--- src/rtl/hazard_unit.sv ---
// Stall/flush hazard detector for the 5-stage MIPS pipeline: load-use and branch-operand
// interlocks, multiply/divide busy tracking and a saturating stall-cycle counter.
module hazard_unit #(
  parameter int MDU_LATENCY = 4,
  parameter int CNT_W       = 32
) (
  input  logic             clk,
  input  logic             rst,
  input  logic [4:0]       ID_Rs,
  input  logic [4:0]       ID_Rt,
  input  logic             ID_uses_Rs,
  input  logic             ID_uses_Rt,
  input  logic             ID_is_branch,
  input  logic             ID_mdu_start,
  input  logic             ID_reads_hilo,
  input  logic             branch_taken,
  input  logic             jump,
  input  logic             ID_EX_memread,
  input  logic             ID_EX_regwrite,
  input  logic [4:0]       ID_EX_Rt,
  input  logic [4:0]       ID_EX_Rd,
  input  logic             EX_Mem_memread,
  input  logic [4:0]       EX_Mem_Rd,
  output logic             PC_write,
  output logic             IF_ID_write,
  output logic             ID_EX_bubble,
  output logic             IF_ID_flush,
  output logic             mdu_busy,
  output logic [CNT_W-1:0] stall_cycles
);

  localparam int MCW = $clog2(MDU_LATENCY + 1);
  localparam logic [0:0] IDLE = 1'b0;
  localparam logic [0:0] BUSY = 1'b1;

  // A producer register collides with the ID instruction only on a real read; $zero never does.
  function automatic logic reg_match(
    input logic [4:0] dst,
    input logic [4:0] rs,
    input logic       uses_rs,
    input logic [4:0] rt,
    input logic       uses_rt
  );
    return (dst != 5'd0) && ((uses_rs && (dst == rs)) || (uses_rt && (dst == rt)));
  endfunction

  logic [0:0]       state_r;
  logic [0:0]       state_nxt_s;
  logic [MCW-1:0]   cnt_r;
  logic [MCW-1:0]   cnt_nxt_s;
  logic [CNT_W-1:0] stall_cnt_r;
  logic             load_use_s;
  logic             branch_haz_s;
  logic             mdu_haz_s;
  logic             stall_s;
  logic             redirect_s;

  // Hazard terms for the instruction currently in ID.
  always_comb begin
    load_use_s   = 1'b0;
    branch_haz_s = 1'b0;
    mdu_haz_s    = 1'b0;
    load_use_s   = ID_EX_memread && reg_match(ID_EX_Rt, ID_Rs, ID_uses_Rs, ID_Rt, ID_uses_Rt);
    branch_haz_s = ID_is_branch &&
                   ((ID_EX_regwrite && reg_match(ID_EX_Rd, ID_Rs, ID_uses_Rs, ID_Rt, ID_uses_Rt)) ||
                    (EX_Mem_memread && reg_match(EX_Mem_Rd, ID_Rs, ID_uses_Rs, ID_Rt, ID_uses_Rt)));
    mdu_haz_s    = (state_r == BUSY) && (ID_reads_hilo || ID_mdu_start);
    stall_s      = load_use_s | branch_haz_s | mdu_haz_s;
    redirect_s   = branch_taken | jump;
  end

  // Pipeline control; a redirect seen while stalled is dropped and re-evaluated later.
  always_comb begin
    PC_write     = ~stall_s;
    IF_ID_write  = ~stall_s;
    ID_EX_bubble = stall_s;
    if (stall_s) begin
      IF_ID_flush = 1'b0;
    end else begin
      IF_ID_flush = redirect_s;
    end
  end

  // MDU next state: accept only when the mult/div actually leaves ID.
  always_comb begin
    state_nxt_s = state_r;
    cnt_nxt_s   = cnt_r;
    case (state_r)
      IDLE: begin
        if (ID_mdu_start && !stall_s) begin
          state_nxt_s = BUSY;
          cnt_nxt_s   = MCW'(MDU_LATENCY);
        end else begin
          state_nxt_s = IDLE;
          cnt_nxt_s   = {MCW{1'b0}};
        end
      end
      BUSY: begin
        if (cnt_r <= MCW'(1)) begin
          state_nxt_s = IDLE;
          cnt_nxt_s   = {MCW{1'b0}};
        end else begin
          state_nxt_s = BUSY;
          cnt_nxt_s   = cnt_r - MCW'(1);
        end
      end
      default: begin
        state_nxt_s = IDLE;
        cnt_nxt_s   = {MCW{1'b0}};
      end
    endcase
  end

  // MDU state register; reset aborts any pending HI/LO window.
  always_ff @(posedge clk) begin
    if (rst) begin
      state_r <= IDLE;
      cnt_r   <= {MCW{1'b0}};
    end else begin
      state_r <= state_nxt_s;
      cnt_r   <= cnt_nxt_s;
    end
  end

  // Saturating stall counter, one count per stalled cycle regardless of cause.
  always_ff @(posedge clk) begin
    if (rst) begin
      stall_cnt_r <= {CNT_W{1'b0}};
    end else if (stall_s && (stall_cnt_r != {CNT_W{1'b1}})) begin
      stall_cnt_r <= stall_cnt_r + CNT_W'(1);
    end else begin
      stall_cnt_r <= stall_cnt_r;
    end
  end

  assign mdu_busy     = (state_r == BUSY);
  assign stall_cycles = stall_cnt_r;

  hazard_unit_checker #(
    .MDU_LATENCY(MDU_LATENCY),
    .MCW        (MCW)
  ) u_checker (
    .clk         (clk),
    .rst         (rst),
    .stall       (stall_s),
    .pc_write    (PC_write),
    .bubble      (ID_EX_bubble),
    .flush       (IF_ID_flush),
    .mdu_busy    (mdu_busy),
    .cnt         (cnt_r)
  );

endmodule

// Structural invariants of the hazard unit.
module hazard_unit_checker #(
  parameter int MDU_LATENCY = 4,
  parameter int MCW         = 3
) (
  input logic           clk,
  input logic           rst,
  input logic           stall,
  input logic           pc_write,
  input logic           bubble,
  input logic           flush,
  input logic           mdu_busy,
  input logic [MCW-1:0] cnt
);

  a_flush_not_stalled: assert property (@(posedge clk) disable iff (rst) flush |-> !stall);
  a_bubble_vs_write:   assert property (@(posedge clk) disable iff (rst) pc_write != bubble);
  a_cnt_range:         assert property (@(posedge clk) disable iff (rst) cnt <= MCW'(MDU_LATENCY));
  a_busy_has_cnt:      assert property (@(posedge clk) disable iff (rst) mdu_busy |-> (cnt != {MCW{1'b0}}));

endmodule

--- config.mk ---
export PLATFORM = sky130hd
export DESIGN_NAME = hazard_unit
export DESIGN_NICKNAME = d
export VERILOG_FILES = /design/src/rtl/hazard_unit.sv
export SDC_FILE = /design/constraint.sdc
export NUM_CORES = 1
export LEC_CHECK = 0
export ABC_AREA = 1
export CELL_PAD_IN_SITES_DETAIL_PLACEMENT = 1
export CELL_PAD_IN_SITES_GLOBAL_PLACEMENT = 1
export CORE_AREA = 2 2 92 94
export CTS_CLUSTER_DIAMETER = 150
export DETAILED_ROUTE_END_ITERATION = 12
export DIE_AREA = 0 0 94 96
export HOLD_SLACK_MARGIN = 0.03
export PLACE_DENSITY = 0.84
export SETUP_SLACK_MARGIN = 0.5
export SLEW_MARGIN = 20
export SYNTH_ARGS = -nofsm -noshare
export SYNTH_HDL_FRONTEND = slang
export SYNTH_SLANG_ARGS = --single-unit
--- constraint.sdc ---
create_clock -name clk -period 4.5 [get_ports clk]
set_clock_uncertainty 0.1 [all_clocks]
set_input_delay 0.9 -clock clk [delete_from_list [all_inputs] [get_ports clk]]
set_output_delay 0.9 -clock clk [all_outputs]
set_load 0.01 [all_outputs]
==> results of run 1 <==
-- power by group through the flow --
| stage | clock, mW | combinational, mW | sequential (mW) |
|---|---|---|---|
| 4_1_cts | 0.244 | 0.155 | 0.327 |
| 6_report | 0.237 | 0.163 | 0.327 |
| 3_5_place_dp | 0 | 0.154 | 0.334 |
| 3_3_place_gp | 0 | 0.150 | 0.334 |
| 5_1_grt | 0.260 | 0.180 | 0.328 |
| 2_1_floorplan | 0 | 0.0867 | 0.335 |
-- cell families (layout without fill, tap and decap cells) --
group | count (synthesis) | after routing | synth area share
simple gates | 303 | 303 | 0.4823
buf+inv | 79 | 156 | 0.1330
compound gates | 49 | 49 | 0.09466
flops | 36 | 36 | 0.2726
fa+ha+maj | 3 | 3 | 0.01420
xor+xnor | 1 | 1 | 0.003313
-- final timing paths --
path / from / to / cells past startpoint / slack (ns)
worst max-delay path: ID_Rs[3] / IF_ID_write / 10 / 0.63
worst min-delay path: stall_cycles[30] / stall_cycles[30] / 2 / 0.44
worst max register to register: stall_cycles[0] / stall_cycles[5] / 12 / 2.35
worst min register to register: stall_cycles[30] / stall_cycles[30] / 2 / 0.44
-- per-layer routing --
metal | up-vias | global-route usage
met5 | - | 0
met4 | 0 | 0.04710
met3 | 11 | 0.04150
met2 | 61 | 0.3536
met1 | 1511 | 0.2649
li1 | 1635 | -
-- tightest hold or removal path: cells and delay by family (launching register included) --
family           cells  cell delay [ns]
flip-flops           1             0.34
AO/OA/AOI/OAI        1             0.12
AND/OR/NAND/NOR      1             0.05
-- state kept, by name, summed over array words and instances (netlist names) --
register	count
mdu_busy	1
cnt_r	3
stall_cycles	32
-- cells in the final DEF, fill, tap and decap left out, drive strengths merged, types with 4 or more instances in the layout --
cell	count
nor2	83
clkbuf	5
nor3	8
clkdlybuf4s50	68
buf	8
nand4	11
nand2	145
dfxtp	36
a21oi	33
o21ai	14
inv	66
dlymetal6s2s	5
nand3	55
clkinv	4
-- area by class of cell --
cell class / count / area [sq um] / share of cell area
Tap cell: 105 / 131.4 / 0.03684
Inverter: 67 / 251.5 / 0.07053
Clock buffer: 5 / 68.82 / 0.01930
Multi-Input combinational cell: 356 / 1572 / 0.4407
Sequential cell: 36 / 720.7 / 0.2021
Clock inverter: 3 / 18.77 / 0.005263
Timing Repair Buffer: 81 / 803.3 / 0.2253
-- repair_timing --
item                       4_1_cts  5_1_grt
resized for setup                0        6
setup endpoints to repair        0        4
setup buffers                    0        6
-- per-stage QoR --
stage               std cells  hold WS (ns)
floorplan                 471        0.4071
global placement          639        0.4184
detailed placement        639        0.4282
CTS                       647        0.4462
global route              653        0.4952
finish                    653        0.4377
==> flow_summary.ini, run 1 <==
[synth]
yosys-top-cells-area = dfxtp_1, nand2_1, nor2_1, nand3_1, inv_1
synthArstFlopShare = 0
netlist_top_cells_count = nand2_1, nor2_1, inv_1
ys_seq_elements = 36
syn_area_per_cell_sq_um = 5.613
synth_edf_count = 0
netlist_area_sq_um = 2644
yosysUniqueCellTypes = 23
yosysMostFrequentCell = nand2_1
yosys.area.top_type_share = 0.2726
synth_cells = 471
yosysSeqAreaShare = 0.2726
synth_fp_nets = 511
ys.flop_type = dfxtp_1
yosysWarningCount = 0
synth_top_area_cell = dfxtp_1

[clocking]
cts_buffers = 5
cts_tree = done
clk_latency_ns = 0.30
clock_path_buffers = 2
root_buffer = clkbuf_8
h-tree-depth = 2
clock_sinks = 36
clk_pin_slew_ns = 0.08
holdBufCountCts = 0

[sta]
finalHoldViolCount = 0
finalSetupViolCount = 0
finalCriticalPeriod_ns = 3.867
fmax_mhz = 258.6
setup_slack_ns = 0.6335
max_slew_margin = 0.6168
tns_ns = 0
worst_pin_slew_ns = 0.5747
slew_viol_final = 0
layout_worst_path_cycle_share = 0.8592
rsz0062_at_grt = false

[final_layout]
fill_cells = 1107
n_antenna_cell = 0
area_delta_synth_final_pct = 34.88
utilization = 0.4429
nNetsFinal = 587
finalInstanceArea_sq_um = 3566
drive_gt1_frac = 0.04927

[critical_path]
end_kind = output pin
crit_buf_inv = 4
cp_cell_sequence = clkdlybuf4s50_1 -> inv_1 -> o21ai_0 -> nor2_1 -> nand3_1 -> nand2_1 -> a21boi_1 -> nand2_2 -> inv_1 -> clkdlybuf4s50_1
path_max_fanout = 6
critPathMaxStageDelay_ns = 0.54
worst-setup-path-type = in -> out
critPathSlowestCell = clkdlybuf4s50_1
critPathLaunchType = input pin
critPathRequiredTime_ns = 3.50
arrival_ns = 2.87
cp_top_family = buffers and inverters

[drt]
avgViaCountPerCell = 4.928
drc_errors = 0
drt_iter0_drc = 131
ant_nets = 0
drt_pass1_iterations = 4
dr.max_layer_used = met4
routed_wl_um = 9175
drt-met1-wl_um = 4392
met2_length_um = 4271
dr_wl_met3_um = 382
wl_per_cell_um = 14.05
vias = 3218

[placement]
io_buffers = 73
dp_hpwl_um = 7070
globalplace.congestion = 0.8377
dp_slack_ns = 0.5166
post_dp_cell_area_sq_um = 3421

[grt]
grt_max_degree = 59
grt_use_total = 0.2052
grt.overflow.total = 0
grt_pass1_wl_um = 14720
grt_pass1_vias = 3173
antenna_found_initial = 0

[run]
cap_violations = 0

[die]
die_y_um = 96
ios = 74
die_w_um = 94
initial_utilization = 0.3284
dieArea_sq_um = 9024
std_cell_rows = 33
core_area_sq_um = 8051

[power]
total_power_mw = 0.7271
p_sw_frac = 0.3066
pwr-share-comb = 0.224
p_seq_frac = 0.450
pwr-share-clk = 0.326
vdd_ir_drop_max_mv = 0.1295
power.leakage_nw = 1.692
p_int_mw = 0.5042
powerDensity_nw_per_um2 = 203.9
p_sw_mw = 0.2229

[min_path]
min_path_type = reg -> reg

[outcome]
status = finished, final reports clean
Note: power is estimated with default switching activity, not from simulation.
==> run 2: changes to the inputs <==
--- a/config.mk
+++ b/config.mk
@@ -13,7 +13,7 @@
 export DETAILED_ROUTE_END_ITERATION = 12
 export DIE_AREA = 0 0 94 96
 export HOLD_SLACK_MARGIN = 0.03
-export PLACE_DENSITY = 0.84
+export PLACE_DENSITY = 0.92
 export SETUP_SLACK_MARGIN = 0.5
 export SLEW_MARGIN = 20
 export SYNTH_ARGS = -nofsm -noshare
==> run 2 against run 1 <==
Compared with the run above:
- global-route usage shrank 0.57 points
- utilization shrank 0.36 points
- final area down 0.81%
- combinational power decreased by 7%
- highest routed layer unchanged
- critical endpoint unchanged
- routed wire length shrank 4.3%
==> flow_summary.ini, run 2 (synthesized netlist as in run 1, its figures left out) <==
[final_layout]
stdcell_count = 647
final_common_cell = nand2_1
nNetsFinal = 581
finalInstanceArea_sq_um = 3537
n_antenna_cell = 0
area_delta_synth_final_pct = 33.79
largest_reg_flops = 32
final_cell_mix = nand2_1, nor2_1, clkdlybuf4s50_1
fill_cells = 1130
multi_input_area_sq_um = 1572
final-seq-area_sq_um = 720.7
drive_gt1_frac = 0.03690

[critical_path]
cp_cell_sequence = clkdlybuf4s50_1 -> inv_1 -> o21ai_0 -> nor2_1 -> nand3_1 -> nand2_1 -> a21boi_1 -> nand2_2 -> inv_1 -> clkdlybuf4s50_1
crit_buf_inv = 4
r2r-end = stall_cycles[7]
critPathRequiredTime_ns = 3.50
worst_r2r_path_depth = 12
r2r-start = stall_cycles[0]
end_kind = output pin
critical_path.startpoint = ID_Rt[2]
rrSetupSlack_ns = 2.33
critPathSlowestCell = clkdlybuf4s50_1
path_max_fanout = 4
arrival_ns = 2.92
worst-setup-path-type = in -> out
cp_top_family = buffers and inverters
critPathMaxStageDelay_ns = 0.55
cp.depth = 10
critPathLaunchType = input pin
endpoint = IF_ID_write

[power]
powerDensity_nw_per_um2 = 217.1
pwr-share-clk = 0.376
p_sw_frac = 0.2794
pwr-share-comb = 0.198
p_seq_frac = 0.426
power.leakage_nw = 1.646
p_int_mw = 0.5534
total_power_mw = 0.7680
vdd_ir_drop_max_mv = 0.09941
p_sw_mw = 0.2146

[grt]
grt_pass1_vias = 3198
grt_use_met3 = 0.03602
antenna_found_initial = 0
grt_max_degree = 65
grt-busiest-layer = met2
grt_use_total = 0.1995
grt_pass1_wl_um = 14630
grt.overflow.total = 0
use_met1 = 0.2499
gr-usage-met2 = 0.3583

[drt]
routed_wl_um = 8785
vias = 3176
drt_iter0_drc = 145
drt_pass1_iterations = 4
drc_errors = 0
ant_nets = 0
wl_per_cell_um = 13.58
avgViaCountPerCell = 4.909

[clocking]
root_buffer = clkbuf_8
cts_buffers = 5
clock_sinks = 36
h-tree-depth = 2
cts_tree = done
clk_pin_slew_ns = 0.08
clock_path_buffers = 2
clk_latency_ns = 0.29

[run]
cap_violations = 0

[sta]
finalCriticalPeriod_ns = 3.920
layout_worst_path_cycle_share = 0.8711
finalHoldViolCount = 0
finalSetupViolCount = 0
fmax_mhz = 255.1
slew_viol_final = 0
worst_pin_slew_ns = 0.6176
tns_ns = 0
max_slew_margin = 0.5882
rsz0062_at_grt = false

[outcome]
status = finished, final reports clean

[die]
initial_utilization = 0.3284
std_cell_rows = 33
die_y_um = 96
die_w_um = 94
core_area_sq_um = 8051
dieArea_sq_um = 9024
ios = 74

[placement]
globalplace.congestion = 0.8820
placed_cells = 639
post_dp_cell_area_sq_um = 3421
dp_hpwl_um = 6941
io_buffers = 73

[min_path]
min_path_type = reg -> reg
## run 2: cell types whose count changed in the layout (fill, tap and decap cells not counted)
| cell | delta |
|---|---|
| inv_2 | -1 |
| clkinvlp_4 | +1 |
| bufinv_16 | +1 |
| clkinv_2 | -1 |
| buf_4 | -6 |
| dlymetal6s2s_1 | -3 |
| clkdlybuf4s50_1 | +3 |
| inv_1 | +1 |
| clkinv_4 | -1 |
## run 2: layout make-up
type / count / area share
Multi-Input combinational cell: 356 / 0.4443
Inverter: 67 / 0.07110
Clock inverter: 3 / 0.01203
Tap cell: 105 / 0.03714
Timing Repair Buffer: 75 / 0.2122
Sequential cell: 36 / 0.2037
Clock buffer: 5 / 0.01946
## run 2: how the worst min path moves through the flow
stage,startpoint,slack (ns),end,cells past startpoint
detailed placement,stall_cycles[5],0.43,stall_cycles[5],2
global placement,cnt_r[0],0.42,cnt_r[0],3
floorplan,cnt_r[0],0.41,cnt_r[0],3
global route,stall_cycles[14],0.50,stall_cycles[14],2
finish,stall_cycles[5],0.44,stall_cycles[5],2
CTS,stall_cycles[5],0.45,stall_cycles[5],2
## run 2: metal layers
| layer | vias to the layer above | wire [um] |
|---|---|---|
| met1 | 1501 | 4048 |
| met3 | 4 | 336 |
| met4 | 0 | 50 |
| met2 | 52 | 4350 |
| met5 | - | 0 |
| li1 | 1619 | - |
## run 2: stage by stage
step / worst slack [ns] / hold WS, ns / util
2_1_floorplan: 1.593 / 0.4071 / -
3_3_place_gp: 0.5794 / 0.4237 / 0.4249
3_5_place_dp: 0.5815 / 0.4347 / 0.4249
4_1_cts: 0.5797 / 0.4488 / 0.4387
5_1_grt: 0.5019 / 0.5014 / 0.4393
6_report: 0.5802 / 0.4432 / 0.4393
## run 2: power by group through the flow
stage               Sequential [mW]  Combinational, mW  Clock, mW
global placement              0.334              0.148          0
detailed placement            0.335              0.152          0
global route                  0.328              0.168      0.306
finish                        0.327              0.152      0.289
floorplan                     0.335             0.0867          0
CTS                           0.327              0.153      0.296
## run 2: timing repair
item | 4_1_cts | 5_1_grt
setup buffers | 0 | 0
hold buffers | 0 | 0
resized for setup | 0 | 2
setup endpoints to repair | 0 | 3
## run 2: worst min-delay path: stages (launching register included)
cell and delay, ns:
dfxtp_1 0.34, a21oi_1 0.11, nor2_1 0.06
